==> config.mk <==
export PLATFORM = sky130hd
export DESIGN_NAME = hsid_mse
export DESIGN_NICKNAME = d
export VERILOG_FILES = /design/src/rtl/hsid_mse.sv
export SDC_FILE = /design/constraint.sdc
export NUM_CORES = 1
export LEC_CHECK = 0
export ABC_AREA = 0
export BUFFER_PORTS_ARGS = -buffer_cell sky130_fd_sc_hd__buf_2
export CAP_MARGIN = 25
export CORE_MARGIN = 4
export CORE_UTILIZATION = 64
export CTS_CLUSTER_SIZE = 40
export DETAILED_ROUTE_END_ITERATION = 10
export PLACE_DENSITY = 0.81
export SLEW_MARGIN = 40
export SYNTH_ARGS = -nofsm -noshare
export SYNTH_HDL_FRONTEND = slang
export SYNTH_SLANG_ARGS = --single-unit
==> constraint.sdc <==
create_clock -name clk -period 8.53 [get_ports clk]
set_clock_uncertainty 0.05 [all_clocks]
set_input_delay 1.2795 -clock clk [delete_from_list [all_inputs] [get_ports clk]]
set_output_delay 1.2795 -clock clk [all_outputs]
set_load 0.05 [all_outputs]
==> src/rtl/hsid_mse.sv <==
// hsid_mse: five-stage squared-error accumulator; emits one sum of squared band
// differences per library reference, tagged with its index.
module hsid_mse #(
  parameter int WORD_WIDTH        = 32,
  parameter int HSP_BANDS_WIDTH   = 9,
  parameter int HSP_LIBRARY_WIDTH = 8
)(
  input  logic                                          clk,
  input  logic                                          rst_n,
  input  logic                                          clear,
  input  logic [HSP_BANDS_WIDTH-1:0]                    hsp_bands,
  input  logic                                          band_pack_valid,
  input  logic                                          band_pack_start,
  input  logic                                          band_pack_last,
  input  logic [WORD_WIDTH-1:0]                         captured_word,
  input  logic [WORD_WIDTH-1:0]                         ref_word,
  input  logic [HSP_LIBRARY_WIDTH-1:0]                  hsp_ref_count,
  input  logic                                          hsp_ref_last,
  output logic [2*(WORD_WIDTH/2)+HSP_BANDS_WIDTH-1:0]   mse_value,
  output logic [HSP_LIBRARY_WIDTH-1:0]                  mse_ref,
  output logic                                          mse_valid,
  output logic                                          mse_last,
  output logic                                          busy
);
  localparam int EW = WORD_WIDTH/2;
  localparam int MW = 2*EW+HSP_BANDS_WIDTH;
  logic w_flush, w_odd;
  logic signed [EW:0] w_dlo, w_dhi;
  logic [EW-1:0] w_alo, w_ahi;
  logic [2*EW-1:0] w_sqlo, w_sqhi;
  logic [MW-1:0] w_acc_next;
  logic r_s1_v, r_s1_start, r_s1_last, r_s1_rlast;
  logic r_s2_v, r_s2_start, r_s2_last, r_s2_rlast;
  logic r_s3_v, r_s3_start, r_s3_last, r_s3_rlast;
  logic r_s4_v, r_s4_last, r_s4_rlast, r_fresh;
  logic [HSP_LIBRARY_WIDTH-1:0] r_s1_ref, r_s2_ref, r_s3_ref, r_s4_ref;
  logic signed [EW:0] r_s1_dlo, r_s1_dhi;
  logic [2*EW-1:0] r_s2_sqlo, r_s2_sqhi;
  logic [2*EW:0] r_s3_pair;
  logic [MW-1:0] r_acc, r_mse_value;
  logic [HSP_LIBRARY_WIDTH-1:0] r_mse_ref;
  logic r_mse_valid, r_mse_last;
  assign w_flush = ~rst_n | clear;
  // bit 0 alone decides oddness; the reduction only confirms a nonzero count
  assign w_odd   = hsp_bands[0] & (|hsp_bands);
  assign w_dlo   = {1'b0, captured_word[EW-1:0]} - {1'b0, ref_word[EW-1:0]};
  assign w_dhi   = {1'b0, captured_word[WORD_WIDTH-1:EW]} - {1'b0, ref_word[WORD_WIDTH-1:EW]};
  // |d| always fits EW bits since the difference never reaches -2^EW
  assign w_alo   = r_s1_dlo[EW] ? -r_s1_dlo[EW-1:0] : r_s1_dlo[EW-1:0];
  assign w_ahi   = r_s1_dhi[EW] ? -r_s1_dhi[EW-1:0] : r_s1_dhi[EW-1:0];
  assign w_sqlo  = {{EW{1'b0}}, w_alo} * {{EW{1'b0}}, w_alo};
  assign w_sqhi  = {{EW{1'b0}}, w_ahi} * {{EW{1'b0}}, w_ahi};
  assign w_acc_next = ((r_s3_start | r_fresh) ? '0 : r_acc) + {{(HSP_BANDS_WIDTH-1){1'b0}}, r_s3_pair};
  always_ff @(posedge clk) begin
    r_s1_start <= band_pack_start;
    r_s1_last  <= band_pack_last;
    r_s1_rlast <= hsp_ref_last;
    r_s1_ref   <= hsp_ref_count;
    r_s1_dlo   <= w_dlo;
    r_s1_dhi   <= (band_pack_last & w_odd) ? '0 : w_dhi;
    r_s2_start <= r_s1_start;
    r_s2_last  <= r_s1_last;
    r_s2_rlast <= r_s1_rlast;
    r_s2_ref   <= r_s1_ref;
    r_s2_sqlo  <= w_sqlo;
    r_s2_sqhi  <= w_sqhi;
    r_s3_start <= r_s2_start;
    r_s3_last  <= r_s2_last;
    r_s3_rlast <= r_s2_rlast;
    r_s3_ref   <= r_s2_ref;
    r_s3_pair  <= {1'b0, r_s2_sqlo} + {1'b0, r_s2_sqhi};
    r_s4_last  <= r_s3_last;
    r_s4_rlast <= r_s3_rlast;
    r_s4_ref   <= r_s3_ref;
  end
  always_ff @(posedge clk) begin
    if (w_flush) begin
      r_s1_v      <= 1'b0;
      r_s2_v      <= 1'b0;
      r_s3_v      <= 1'b0;
      r_s4_v      <= 1'b0;
      r_acc       <= '0;
      r_fresh     <= 1'b1;
      r_mse_value <= '0;
      r_mse_ref   <= '0;
      r_mse_valid <= 1'b0;
      r_mse_last  <= 1'b0;
    end else begin
      r_s1_v      <= band_pack_valid;
      r_s2_v      <= r_s1_v;
      r_s3_v      <= r_s2_v;
      r_s4_v      <= r_s3_v;
      r_mse_valid <= r_s4_v & r_s4_last;
      if (r_s3_v) begin
        r_acc   <= w_acc_next;
        r_fresh <= r_s3_last;
      end
      if (r_s4_v & r_s4_last) begin
        r_mse_value <= r_acc;
        r_mse_ref   <= r_s4_ref;
        r_mse_last  <= r_s4_rlast;
      end
    end
  end
  assign mse_value = r_mse_value;
  assign mse_ref   = r_mse_ref;
  assign mse_valid = r_mse_valid;
  assign mse_last  = r_mse_last;
  assign busy      = r_s1_v | r_s2_v | r_s3_v | r_s4_v | r_mse_valid;
endmodule
After elaboration in Yosys (flattened, before gate mapping)
Cells that the tools add are included.

Register bits: 271. Output and inout port bits: 52. Word-level logic and storage cells: 52.

Add/sub/neg operators: 6. Multipliers: 2. Muxes and demuxes: 3. Bitwise gates (word level): 10. Reductions and logical operators: 1.

Operators by type and width (count): $mul 16x16->32 (2); $add 41x33->41 (1); $mux 41 (1); $sub 16x16->17 (2); $add 32x32->33 (1); $mux 16 (2); $neg 16->16 (2); $reduce_or 9->1 (1); $or 1x1->1 (6); $and 1x1->1 (3); $not 1->1 (1).

Depth between registers and ports, before layout
Gate-level depths: netlist (run 1).

Depth in word-level cells: 4. Mapped depth: 32. Mapped depth without buffers: 30.

Least setup slack after synthesis (run 1)
No wires, ideal clock.

Kind: register -> register. Start: reg r_s1_dhi[0]. End: reg r_s2_sqhi[31]. Library setup time: 120 ps. Arrival: 7299 ps. Data required time: 8360 ps. Slack: 1061 ps. Stages on the path, launching flop included: 30. Path buffers: 2. Period minus slack after synthesis: 7469 ps. Path through: dfxtp_1 -> clkinv_1 -> clkbuf_1 -> ha_1 -> nand2_1 -> or3_1 -> o31ai_1 -> xor2_1 -> inv_2 -> nand2_1 -> inv_1 -> fa_1 -> fa_1 -> inv_1 -> fa_1 -> fa_1 -> inv_1 -> fa_1 -> ha_1 -> ha_1 -> clkbuf_1 -> a21o_1 -> a21o_1 -> a21o_1 -> a21o_1 -> a21o_1 -> a2111oi_0 -> o31ai_1 -> a21oi_1 -> xnor2_1.

Word-level cells in the longest chain between the ends: 3.

RTL lines: start, declared (line 37) `logic signed [EW:0] r_s1_dlo, r_s1_dhi;`; start signal, assigned (line 60) `r_s1_dhi <= (band_pack_last & w_odd) ? '0 : w_dhi;`; $neg 16->16 (line 50) `assign w_ahi = r_s1_dhi[EW] ? -r_s1_dhi[EW-1:0] : r_s1_dhi[EW-1:0];`; $mux 16 (*) (line 50); $mul 16x16->32 (*) (line 52) `assign w_sqhi = {{EW{1'b0}}, w_ahi} * {{EW{1'b0}}, w_ahi};`; named net w_sqhi[31] (line 30) `logic [2*EW-1:0] w_sqlo, w_sqhi;`; end signal, assigned (line 66) `r_s2_sqhi <= w_sqhi;`; end, declared (line 38) `logic [2*EW-1:0] r_s2_sqlo, r_s2_sqhi;`.

Mark *: on every way through the listed nets, which the timed path passes. The rest lies on a longest branch. A chain may end at the register's enable or synchronous reset.

Worst setup path after layout (run 1)
Start: reg r_s1_dlo[3]. End: reg r_s2_sqlo[31].

Word-level cells in the longest chain between the ends: 3.

RTL lines: start, declared (line 37); start signal, assigned (line 59) `r_s1_dlo <= w_dlo;`; $neg 16->16 (line 49) `assign w_alo = r_s1_dlo[EW] ? -r_s1_dlo[EW-1:0] : r_s1_dlo[EW-1:0];`; $mux 16 (*) (line 49); $mul 16x16->32 (*) (line 51) `assign w_sqlo = {{EW{1'b0}}, w_alo} * {{EW{1'b0}}, w_alo};`; named net w_sqlo[31] (line 30); end signal, assigned (line 65) `r_s2_sqlo <= w_sqlo;`; end, declared (line 38).

Marked as above.

==> metrics.cfg, run 1 <==
[status]
status=finished clean

[setup_path]
critPathMostFrequentCell=sky130_fd_sc_hd__fa_1
cpPeakStageDelay_ns=0.59
ff2ff_path_depth=27
ff2ff_setup_slack_ns=0.48
cp_required_ns=8.94
critPathLaunch=r_s1_dlo[3]$_DFF_P_
worst_setup_path_start_kind=flop
timing.critical_path.to_type=flop
worst_r2r_endpoint=r_s2_sqlo[31]$_DFF_P_
critical_path.reg2reg.startpoint=r_s1_dlo[3]$_DFF_P_
worst-endpoint-arrival_ns=8.46
cp_max_fo=9
worst-setup-path-type=reg2reg
critPathSlowestCell=sky130_fd_sc_hd__fa_1

[clock_tree]
htree_num_levels=1
clk_pin_slew_worst_paths_ns=0.06
cts_hold_repair.buffers=0
cts_root_buffer=sky130_fd_sc_hd__clkbuf_16
clk_latency_ns=0.59
cts_inserted_buffers=30
cts_tree=yes
cts_max_path_buffers=3
cts.sink_count=269

[floorplan]
vertical_die_dimension_um=211
fp.coreArea_sq_um=40800
row_count=74
fp.dieArea_sq_um=44500
starting_utilization_of_the_core_area_pct=64.6
top_level_ports=140
floorplan.die.width_um=211

[placed_design]
numPlacedInstances=3629
place_ws_ns=0.250
port_buffers=131
dp_hpwl_um=48000
routabilityCongestion=0.937

[timing]
max_slew.worst_pin.slew_ns=0.808
report.final.slew_viol_count=0
post-route-worst-setup-slack_ns=0.483
final_setup_tns_ns=0
max-slew-margin-rel_pct=45.8
setup-violations-final=0
max_freq_ghz=0.124
final.min_clock_period_ns=8.05
timing.final.crit_share_pct=94.3
final_hold_viol_count=0

[drt]
drt-initial-drc-count=1271
drc_errors=0
routedWlPerCell_um=15.9
via_count=20600
detail-route-antenna-nets=0
route.detailed.vias_per_inst=5.58
number_of_iterations_in_the_first_detailed_routing_pass=7
detail_route.wirelength_um=58600

[finish]
insertedDiodeCount=0
stdcell_count=3685
nets=3839
final_core_utilization_pct=70.8
area_delta_synth_final_pct=9.51
drive_above_1_share_pct=8.79

[logic_synthesis]
synthSimpleGateAreaFrac_pct=13.7
synth.cells.most_frequent=522 x sky130_fd_sc_hd__inv_1, 331 x sky130_fd_sc_hd__fa_1, 323 x sky130_fd_sc_hd__nand2_1
yosysTopAreaCell=sky130_fd_sc_hd__fa_1
yosysSeqAreaShare_pct=20.4
yosys.area_share.adder_pct=38.9
complex_gate_fraction_of_the_synthesized_area_pct=11.7
synth.ff_latch_count=269
post_synth_xor_area_fraction_pct=5.59
yosys-mux-area-fraction_pct=0.958
synth.avg_cell_area_sq_um=8.82
most_common_cell_in_the_netlist=sky130_fd_sc_hd__inv_1
async_reset_ff_share_pct=0
synthDominantCellAreaShare_pct=25.1
mappedNetlistNets=3700
synthesis.area_sq_um=26400
synth_area_leaders=sky130_fd_sc_hd__fa_1 25%, sky130_fd_sc_hd__dfxtp_1 20%, sky130_fd_sc_hd__ha_1 14%, sky130_fd_sc_hd__inv_1 7.4%, sky130_fd_sc_hd__nand2_1 4.6%
synth-edff-count=0
synthesis.instances=2990
synth_top_family_by_area=adder cells
synthFlopType=sky130_fd_sc_hd__dfxtp_1
yosysWarnings=0
ys_types=77

[min_path]
worstHoldPathType=reg2reg
worstHoldEndpoint=r_s3_rlast$_DFF_P_
hp-start=r_s2_rlast$_DFF_P_
whs_path_depth=0

[global_routing]
grt_pass1_vias=21400
grt_first_pass_wirelength_um=99200
globalRoute.totalOverflow=0
grtUsageTotal_pct=26.8
largest_net_degree_at_the_start_of_global_routing=91
grt_antenna_before_repair=1

[flow_run]
reported_max_cap_violation_count=0

sequential cells by signal, indices dropped and copies added (netlist names), 8 cells and up:
name	count
r_s2_ref	8
r_s2_sqhi	31
r_s1_ref	8
mse_ref	8
r_s1_dhi	17
r_s1_dlo	17
r_s4_ref	8
r_acc	41
r_s2_sqlo	31
r_s3_ref	8
mse_value	41
r_s3_pair	33
per-stage QoR:
step	hold slack [ns]	instance area (sq um)
final	0.274	28900
after global routing	0.282	28900
after CTS	0.275	28900
after detailed placement	0.262	27800
after global placement	0.260	27800
after floorplan	0.260	26400
final cells by class:
type / count / area, sq um
flip-flops and latches: 269 / 5390
clock inverters: 22 / 265
inverters: 538 / 2020
fillers: 3127 / 11900
clock buffers: 34 / 806
multi-input cells: 2113 / 18700
repair buffers: 177 / 1010
well taps: 532 / 666
critical path: cells and delay by family, from the launching register on:
kind	cells	cell delay (ns)
buf+inv	5	0.54
xor+xnor	2	0.24
compound gates	9	2.15
fa+ha+maj	7	3.50
flops	1	0.36
simple gates	4	1.05
per-layer routing:
| metal | up-vias | track usage (%) | routed length (um) |
|---|---|---|---|
| met4 | 0 | 7.65 | 1570 |
| met1 | 9989 | 34.2 | 23600 |
| met5 | - | 0 | 0 |
| met2 | 598 | 47.4 | 29600 |
| met3 | 132 | 4.19 | 3820 |
| li1 | 9854 | - | - |
how the worst max path moves through the flow:
stage / end / slack (ns) / cells past startpoint
5_1_grt: r_s2_sqlo[29]$_DFF_P_ / -0.006 / 27
3_3_place_gp: r_s2_sqlo[31]$_DFF_P_ / 0.64 / 25
6_report: r_s2_sqlo[31]$_DFF_P_ / 0.48 / 27
2_1_floorplan: r_s2_sqhi[31]$_DFF_P_ / 1.06 / 29
4_1_cts: r_s2_sqlo[31]$_DFF_P_ / 0.20 / 25
3_5_place_dp: r_s2_sqlo[31]$_DFF_P_ / 0.25 / 25
cells in the final DEF, fill, tap and decap left out, types with 6 or more instances in the layout:
| cell | synthesis | routed |
|---|---|---|
| sky130_fd_sc_hd__nand4_1 | 9 | 9 |
| sky130_fd_sc_hd__nor2b_1 | 19 | 18 |
| sky130_fd_sc_hd__a21oi_1 | 176 | 175 |
| sky130_fd_sc_hd__xor2_1 | 55 | 54 |
| sky130_fd_sc_hd__o21a_1 | 26 | 26 |
| sky130_fd_sc_hd__a211o_1 | 6 | 6 |
| sky130_fd_sc_hd__nand3_1 | 42 | 42 |
| sky130_fd_sc_hd__xnor2_1 | 106 | 105 |
| sky130_fd_sc_hd__clkbuf_16 | 0 | 30 |
| sky130_fd_sc_hd__or3_1 | 16 | 16 |
| sky130_fd_sc_hd__nor2_1 | 254 | 253 |
| sky130_fd_sc_hd__or2_2 | 9 | 9 |
| sky130_fd_sc_hd__nand2_1 | 323 | 323 |
| sky130_fd_sc_hd__o31ai_1 | 14 | 14 |
| sky130_fd_sc_hd__a21boi_0 | 6 | 6 |
| sky130_fd_sc_hd__ha_1 | 291 | 291 |
| sky130_fd_sc_hd__nor3_1 | 34 | 34 |
| sky130_fd_sc_hd__and2_1 | 46 | 46 |
| sky130_fd_sc_hd__a31oi_1 | 16 | 16 |
| sky130_fd_sc_hd__buf_2 | 2 | 131 |
| sky130_fd_sc_hd__fa_1 | 331 | 331 |
| sky130_fd_sc_hd__inv_2 | 6 | 6 |
| sky130_fd_sc_hd__o21ai_0 | 77 | 76 |
| sky130_fd_sc_hd__o21ai_1 | 7 | 7 |
| sky130_fd_sc_hd__mux2i_1 | 23 | 23 |
| sky130_fd_sc_hd__dfxtp_1 | 269 | 268 |
| sky130_fd_sc_hd__clkinv_1 | 10 | 11 |
| sky130_fd_sc_hd__buf_4 | 1 | 44 |
| sky130_fd_sc_hd__nand2b_1 | 27 | 26 |
| sky130_fd_sc_hd__a211oi_1 | 14 | 14 |
| sky130_fd_sc_hd__o21bai_1 | 12 | 12 |
| sky130_fd_sc_hd__a21o_1 | 63 | 63 |
| sky130_fd_sc_hd__inv_1 | 522 | 521 |
| sky130_fd_sc_hd__and3_1 | 19 | 19 |
| sky130_fd_sc_hd__o211ai_1 | 11 | 11 |
| sky130_fd_sc_hd__clkinv_4 | 0 | 6 |
repair_timing:
| item | in CTS | in global routing |
|---|---|---|
| setup buffers | 0 | 0 |
| endpoints found under the setup margin | 0 | 5 |
| gates resized for setup | 0 | 4 |
cells by family after synthesis:
group	count (synthesis)
flip-flops	269
XOR/XNOR	165
adder cells (fa/ha/maj)	622
AO/OA/AOI/OAI	482
multiplexers	25
AND/OR/NAND/NOR	819
buffers and inverters	608
Power of run 1 is left out: the tool's default activity adds up to more than one toggle a clock period on the data nets, which glitch-free logic cannot reach.
==> run 2, diff against run 1 <==
Settings changed: MAX_ROUTING_LAYER from default to met4.
==> run 2 against run 1 <==
Compared with the run above: count of clock-buffer cells in the layout is 5 higher; wire length is 2.7% higher; core utilization hardly changed; critical path depth is 1 lower; maximum frequency is 0.99% higher; cell count hardly changed; register-to-register slack better by 0.08 ns; setup slack better by 0.079 ns; sequential cell count stayed put; sequential share of layout area hardly changed; critical path type unchanged.
==> metrics.cfg, run 2 (synthesized netlist as in run 1, its figures left out) <==
[status]
status=finished clean

[clock_tree]
cts_root_buffer=sky130_fd_sc_hd__clkbuf_16
cts_tree=yes
cts_max_path_buffers=3  ; unchanged
cts.sink_count=269  ; unchanged
postCtsResizedCells=0  ; unchanged
clk_latency_ns=0.59  ; about the same
post-cts-setup-buffer-count=0  ; unchanged
htree_num_levels=1  ; unchanged
clk_pin_slew_worst_paths_ns=0.06  ; about the same
cts_inserted_buffers=30  ; unchanged
cts_hold_repair.buffers=0  ; unchanged

[global_routing]
globalRoute.totalOverflow=0  ; unchanged
grtUsageTotal_pct=28.3  ; +1.5 points
grt_first_pass_wirelength_um=102000  ; +2.3%
grt_pass1_vias=21600  ; +0.88%
grt_antenna_before_repair=3  ; +2
largest_net_degree_at_the_start_of_global_routing=91  ; unchanged

[finish]
drive_above_1_share_pct=8.66  ; -0.12 points
post-route-cell-area_sq_um=28900  ; about the same
filler_cell_count=3158  ; +0.99%
nets=3837  ; -0.052%
layout_commonest_cell=sky130_fd_sc_hd__inv_1
area_delta_synth_final_pct=9.48  ; about the same
most_frequent_cells_in_the_layout=521 x sky130_fd_sc_hd__inv_1, 331 x sky130_fd_sc_hd__fa_1, 323 x sky130_fd_sc_hd__nand2_1
stdcell_count=3684  ; -0.027%

[floorplan]
fp.dieArea_sq_um=44500  ; unchanged
fp.coreArea_sq_um=40800  ; unchanged
floorplan.die.width_um=211  ; unchanged
vertical_die_dimension_um=211  ; unchanged
starting_utilization_of_the_core_area_pct=64.6  ; unchanged
row_count=74  ; unchanged
top_level_ports=140  ; unchanged

[timing]
final_setup_tns_ns=0  ; unchanged
final_hold_viol_count=0  ; unchanged
final.min_clock_period_ns=7.97  ; -0.0792 ns
timing.final.crit_share_pct=93.4  ; -0.93 points
setup-violations-final=0  ; unchanged
rsz0062_at_grt=no
max_slew.worst_pin.slew_ns=0.854  ; +0.0459 ns
report.final.slew_viol_count=0  ; unchanged
max_freq_ghz=0.126  ; +0.99%
max-slew-margin-rel_pct=42.7  ; -3.1 points
fin_hold_ws_ns=0.270  ; -0.00449 ns

[setup_path]
ff2ff_setup_slack_ns=0.56  ; +0.08 ns
worst-endpoint-arrival_ns=8.39  ; -0.07 ns
worst-setup-path-type=reg2reg
cp_required_ns=8.96  ; +0.02 ns
cpPeakStageDelay_ns=0.57  ; -0.02 ns
cp_max_fo=9  ; unchanged
timing.critical_path.to_type=flop
worst_setup_path_start_kind=flop
critPathSlowestCell=sky130_fd_sc_hd__or4_4
critPathMostFrequentCell=sky130_fd_sc_hd__fa_1

[drt]
route.detailed.vias_per_inst=5.59  ; +0.10%
detail_route.wirelength_um=60200  ; +2.7%
drt-initial-drc-count=1357  ; +6.8%
number_of_iterations_in_the_first_detailed_routing_pass=5  ; -2
routedWlPerCell_um=16.3  ; +2.7%
drc_errors=0  ; unchanged
detail-route-antenna-nets=0  ; unchanged
via_count=20600  ; +0.073%

[placed_design]
dp_hpwl_um=48700  ; +1.4%
routabilityCongestion=0.949  ; +1.3%
post_dp_cell_area_sq_um=27800  ; about the same
numPlacedInstances=3627  ; -0.055%
port_buffers=131  ; unchanged

[min_path]
worstHoldPathType=reg2reg

[flow_run]
reported_max_cap_violation_count=0  ; unchanged

-- run 2: stage by stage --
step	utilization [%]	setup WS, ns
floorplan	-	1.06
global placement	68.0	0.654
detailed placement	68.0	0.452
CTS	70.7	0.405
global route	70.7	0.0487
finish	70.7	0.562
-- run 2: routing by layer --
metal  wire (um)  up-vias  GRT usage [%]
li1            -     9871              -
met1       24200     9965           35.0
met2       30200      590           48.0
met3        3670      162           3.80
met4        2100        0           9.95
met5           0        -              -
-- run 2: worst paths after layout --
kind	startpoint	to	cells after the start
hold / removal	r_s1_ref[5]$_DFF_P_	r_s2_ref[5]$_DFF_P_	0
setup / recovery	r_s1_dhi[5]$_SDFF_PP0_	r_s2_sqhi[25]$_DFF_P_	26
setup reg to reg	r_s1_dhi[5]$_SDFF_PP0_	r_s2_sqhi[25]$_DFF_P_	26
hold reg to reg	r_s1_ref[5]$_DFF_P_	r_s2_ref[5]$_DFF_P_	0
-- run 2: final cells by class --
| class | count | area (sq um) | area share, % |
|---|---|---|---|
| Clock buffer | 39 | 845 | 2.92 |
| Timing Repair Buffer | 175 | 990 | 3.43 |
| Tap cell | 532 | 666 | 2.30 |
| Sequential cell | 269 | 5390 | 18.6 |
| Antenna cell | 1 | 2.50 | 0.00866 |
| Clock inverter | 17 | 233 | 0.806 |
| Inverter | 538 | 2020 | 6.99 |
| Multi-Input combinational cell | 2113 | 18700 | 64.9 |
-- run 2: worst max-delay path: cells and delay by family, from the launching register on --
kind | cells | cell delay [ns]
xor+xnor | 2 | 0.29
simple gates | 5 | 1.68
buf+inv | 6 | 0.83
fa+ha+maj | 7 | 3.15
compound gates | 6 | 1.47
flops | 1 | 0.38
Power of run 2 is left out for the same reason.
